$ cat src/rtl/fifo_wr_arbiter.sv
// Round-robin arbiter sharing the async FIFO write port among NREQ requesters.
// Each grant accepts up to BURST words; wfull stalls the owner without releasing it.
module fifo_wr_arbiter #(
  parameter int unsigned DSIZE = 8,
  parameter int unsigned NREQ  = 4,
  parameter int unsigned BURST = 4
) (
  input  logic                  wclk,
  input  logic                  wrst,
  input  logic [NREQ-1:0]       req,
  input  logic [NREQ*DSIZE-1:0] reqdata,
  input  logic                  wfull,
  output logic [NREQ-1:0]       ack,
  output logic [NREQ-1:0]       gnt,
  output logic                  winc,
  output logic [DSIZE-1:0]      wdata,
  output logic                  busy
);

  localparam int unsigned OW = (NREQ > 1) ? $clog2(NREQ) : 1;
  localparam int unsigned CW = (BURST > 0) ? $clog2(BURST + 1) : 1;

  typedef enum logic {StIdle, StGrant} state_e;

  state_e            state_q, state_d;
  logic [NREQ-1:0]   gnt_q, gnt_d;
  logic [OW-1:0]     owner_q, owner_d;
  logic [OW-1:0]     ptr_q, ptr_d;
  logic [CW-1:0]     cnt_q, cnt_d;
  logic [OW-1:0]     sel_idx;
  logic              sel_found;
  logic              last_beat;
  logic              rel;

  // Search ptr, ptr+1, ... wrapping; iterate downward so the nearest set bit wins.
  always_comb begin
    logic [OW-1:0] idx;
    idx       = '0;
    sel_found = 1'b0;
    sel_idx   = ptr_q;
    for (int k = NREQ - 1; k >= 0; k--) begin
      idx = OW'((int'(ptr_q) + k) % int'(NREQ));
      if (req[idx]) begin
        sel_found = 1'b1;
        sel_idx   = idx;
      end
    end
  end

  assign winc      = (state_q == StGrant) & req[owner_q] & ~wfull & ~wrst;
  assign wdata     = reqdata[int'(owner_q) * int'(DSIZE) +: DSIZE];
  assign last_beat = winc & (cnt_q == CW'(BURST - 1));
  assign rel       = last_beat | ~req[owner_q];
  assign gnt       = gnt_q;
  assign busy      = (state_q == StGrant);

  always_comb begin
    ack = '0;
    if (winc) ack[owner_q] = 1'b1;
  end

  always_comb begin
    state_d = state_q;
    gnt_d   = gnt_q;
    owner_d = owner_q;
    ptr_d   = ptr_q;
    cnt_d   = cnt_q;
    case (state_q)
      StIdle: begin
        if (sel_found) begin
          state_d        = StGrant;
          gnt_d          = '0;
          gnt_d[sel_idx] = 1'b1;
          owner_d        = sel_idx;
          cnt_d          = '0;
        end
      end
      StGrant: begin
        if (winc) cnt_d = cnt_q + 1'b1;
        if (rel) begin
          state_d = StIdle;
          gnt_d   = '0;
          cnt_d   = '0;
          ptr_d   = (owner_q == OW'(NREQ - 1)) ? '0 : owner_q + 1'b1;
        end
      end
      default: state_d = StIdle;
    endcase
  end

  always_ff @(posedge wclk) begin
    if (wrst) begin
      state_q <= StIdle;
      gnt_q   <= '0;
      owner_q <= '0;
      ptr_q   <= '0;
      cnt_q   <= '0;
    end else begin
      state_q <= state_d;
      gnt_q   <= gnt_d;
      owner_q <= owner_d;
      ptr_q   <= ptr_d;
      cnt_q   <= cnt_d;
    end
  end

endmodule

$ cat config.mk
export PLATFORM = sky130hd
export DESIGN_NAME = fifo_wr_arbiter
export DESIGN_NICKNAME = d
export VERILOG_FILES = /design/src/rtl/fifo_wr_arbiter.sv
export SDC_FILE = /design/constraint.sdc
export NUM_CORES = 1
export LEC_CHECK = 0
export ABC_AREA = 1
export CAP_MARGIN = 20
export CORE_MARGIN = 3
export CORE_UTILIZATION = 41
export DETAILED_ROUTE_END_ITERATION = 12
export PLACE_DENSITY = 0.86
export SYNTH_ARGS = -nofsm -noshare
export SYNTH_HDL_FRONTEND = slang
export SYNTH_SLANG_ARGS = --single-unit
$ cat constraint.sdc
create_clock -name wclk -period 2.1 [get_ports wclk]
set_input_delay 0.42 -clock wclk [delete_from_list [all_inputs] [get_ports wclk]]
set_output_delay 0.42 -clock wclk [all_outputs]
set_load 0.02 [all_outputs]
==> flow_metrics.tcl <==
set metrics [dict create \
    max_freq_mhz 506 \
    critPathSlowestCell "clkdlybuf4s50_1" \
    min_from "cnt_q[2]" \
    rr_worst_depth 13 \
    syn_area_um2 1180 \
    final_layout_size_suffix_gt1_share_pct 25.1 \
    setup_viol 0 \
    synth.yosys.seq_area_share_pct 20.4 \
    htree_levels 1 \
    crit_arrival_ns 1.56 \
    crit_type "in -> out" \
    nets 313 \
    cts_hold_buffers 0 \
    p_int_w 0.00105 \
    vias 1473 \
    synth_flop_cell "dfxtp_1" \
    worst_pin_slew_ns 0.332 \
    hold_depth 2 \
    dp_slack_ns -0.501 \
    vdd_drop_max_v 0.000919 \
    status "finished clean" \
    synth_top_cell_area_share_pct 20.4 \
    yosysTopAreaCell "dfxtp_1" \
    vias_per_cell 4.96 \
    initial_core_util_pct 45.2 \
    die_area_um2 3560 \
    maxSlewHeadroom_pct 77.8 \
    die_y_um 59.6 \
    synthTopCellsByArea "dfxtp_1 20%, nand2_1 13%, nand2_2 9.5%, nor2_1 8.3%, o21ai_0 7.6%" \
    grt_pass1_vias 1249 \
    min_path_type "reg -> reg" \
    layout_min_cycle_time_ns 1.98 \
    synth-edff-count 0 \
    worst_slack_ns 0.122 \
    ys_top_cells_by_count "42 x nand2_1, 26 x nor2_1, 23 x inv_1" \
    cp_max_fo 6 \
    reg2reg_slack_ns 0.43 \
    r2r_end "gnt[2]" \
    grtUsageTotal_pct 20.6 \
    finClkSkew_ns 0.00766 \
    gp_congestion 0.808 \
    grt_pass1_wl_mm 5.73 \
    cts_made_buffers 3 \
    synth-async-reset-ratio_pct 0 \
    worst_ep_required_time_ns 1.68 \
    cpPeakStageDelay_ns 0.42 \
    wl_per_cell_um 12.2 \
    min_to "cnt_q[2]" \
    overflow 0 \
    grt_setup_unrepaired "false" \
    routed_wirelength_mm 3.62 \
    ys_warn_count 0 \
    clockBufferDepth 2 \
    yosysMostFrequentCell "nand2_1" \
    syn_avg_cell_area_um2 5.93 \
    p_seq_share_pct 16.5 \
    antenna_found_initial 0 \
    finalPower_w 0.00219 \
    ys_types 23 \
    port_buffers 56 \
    slew_viol_final 0 \
    syn_to_final_growth_pct 64.1 \
    power_density_nw_per_um2 1130 \
    cts_root_buffer "clkbuf_4" \
    hold_viol 0 \
    path_clk_slew_ns 0.08 \
    start_kind "input pin" \
    numClockSinks 12 \
    maxCapViolCount 0 \
    finalCritPeriodShare_pct 94.2 \
    first_pass_iters 4 \
    syn_inst 199 \
    switching_share_pct 52.0 \
    comb_power_share_pct 74.8 \
    pin_count 57 \
    core_um2 2610 \
    row_count 18 \
    ys_seq_elements 12 \
    cp_cell_sequence "clkdlybuf4s50_1 > nor2_1 > nand2_4 > nor2_4 > buf_6" \
    diodes 0 \
    pwr-share-clk_pct 8.7 \
    clk_latency_ns 0.29 \
    cts_tree "done" \
    p_leak_nw 0.940 \
    ant_nets 0 \
    die_w_um 59.6 \
    hpwl_mm 2.80 \
    r2r_start "ptr_q[0]" \
    syn-num-nets 244 \
    grt_start_max_net_pins 19 \
    fill_cells 202 \
    drt_iter0_drc 100 \
    dp.cells 292 \
    route.detailed.drc 0 \
    p_sw_w 0.00114 \
    crit_path_end_kind "output port" \
    instances_no_fill 297 \
]
## layer usage
metal,share of wire (%),GRT usage (%),wire length (µm)
met1,46,28.7,1650
met2,49,33.8,1770
met3,4.7,2.40,170
met4,0.88,4.75,32
met5,0,0,0
## worst max-delay path: cells and delay by family
kind                   cells  cell delay (ns)
AND/OR/NAND/NOR            3             0.60
buffers and inverters      2             0.54
## how the worst max path moves through the flow
stage / cells after the start / endpoint / from
2_1_floorplan: 7 / ack[0] / owner_q[0]
5_1_grt: 5 / wdata[0] / owner_q[0]
4_1_cts: 8 / ack[2] / req[1]
6_report: 5 / ack[2] / wrst
3_5_place_dp: 8 / ack[2] / req[1]
3_3_place_gp: 8 / ack[1] / req[3]
## power by group through the flow
| stage | clock network [W] | logic, W | registers, W |
|---|---|---|---|
| after floorplan | 0 | 0.00104 | 0.000382 |
| after global placement | 0 | 0.00162 | 0.000358 |
| after detailed placement | 0 | 0.00164 | 0.000360 |
| after CTS | 0.000194 | 0.00158 | 0.000356 |
| after global routing | 0.000205 | 0.00181 | 0.000370 |
| final | 0.000191 | 0.00163 | 0.000360 |
## kinds of logic (layout without fill, tap and decap cells)
group / Yosys count / in the layout / synth area share, %
simple gates: 102 / 102 / 40.0
buf+inv: 36 / 104 / 12.4
compound gates: 43 / 43 / 20.9
flops: 12 / 12 / 20.4
fa+ha+maj: 6 / 6 / 6.36
## state kept, by name, indices dropped and copies added, names as in the netlist
register,flops
busy,1
gnt,4
cnt_q,3
owner_q,2
ptr_q,2
## layout by cell type (no fill, tap or decap), types with 6 or more instances in the layout
cell type / count
dfxtp_1: 11
o21ai_1: 7
o22ai_1: 8
nor2_1: 22
buf_4: 15
nand3_1: 7
ha_1: 6
nand2_2: 19
inv_1: 23
clkdlybuf4s50_1: 39
inv_2: 6
nand2_1: 40
o21ai_0: 18
dlygate4sd2_1: 8
## what timing repair did
| action | CTS | global route |
|---|---|---|
| resized for setup | 29 | 24 |
| pin swaps | 0 | 5 |
| setup endpoints to repair | 13 | 7 |
| setup buffers | 0 | 1 |
## cell type report
class	count	area [µm²]	share of cell area, %
clock buffers	4	36.3	1.87
inverters	29	109	5.62
multi-input cells	151	838	43.3
flip-flops and latches	12	241	12.5
well taps	30	37.5	1.94
repair buffers	71	673	34.8
## per-stage QoR
step,TNS (ns),hold slack (ns),area (µm²),utilization [%]
2_1_floorplan,0,0.439,1180,-
3_3_place_gp,-2.53,0.448,1850,70.6
3_5_place_dp,-2.72,0.456,1850,70.6
4_1_cts,0,0.468,1850,70.8
5_1_grt,0,0.479,1940,74.1
6_report,0,0.467,1940,74.1
(Power assumes the default switching activity.)
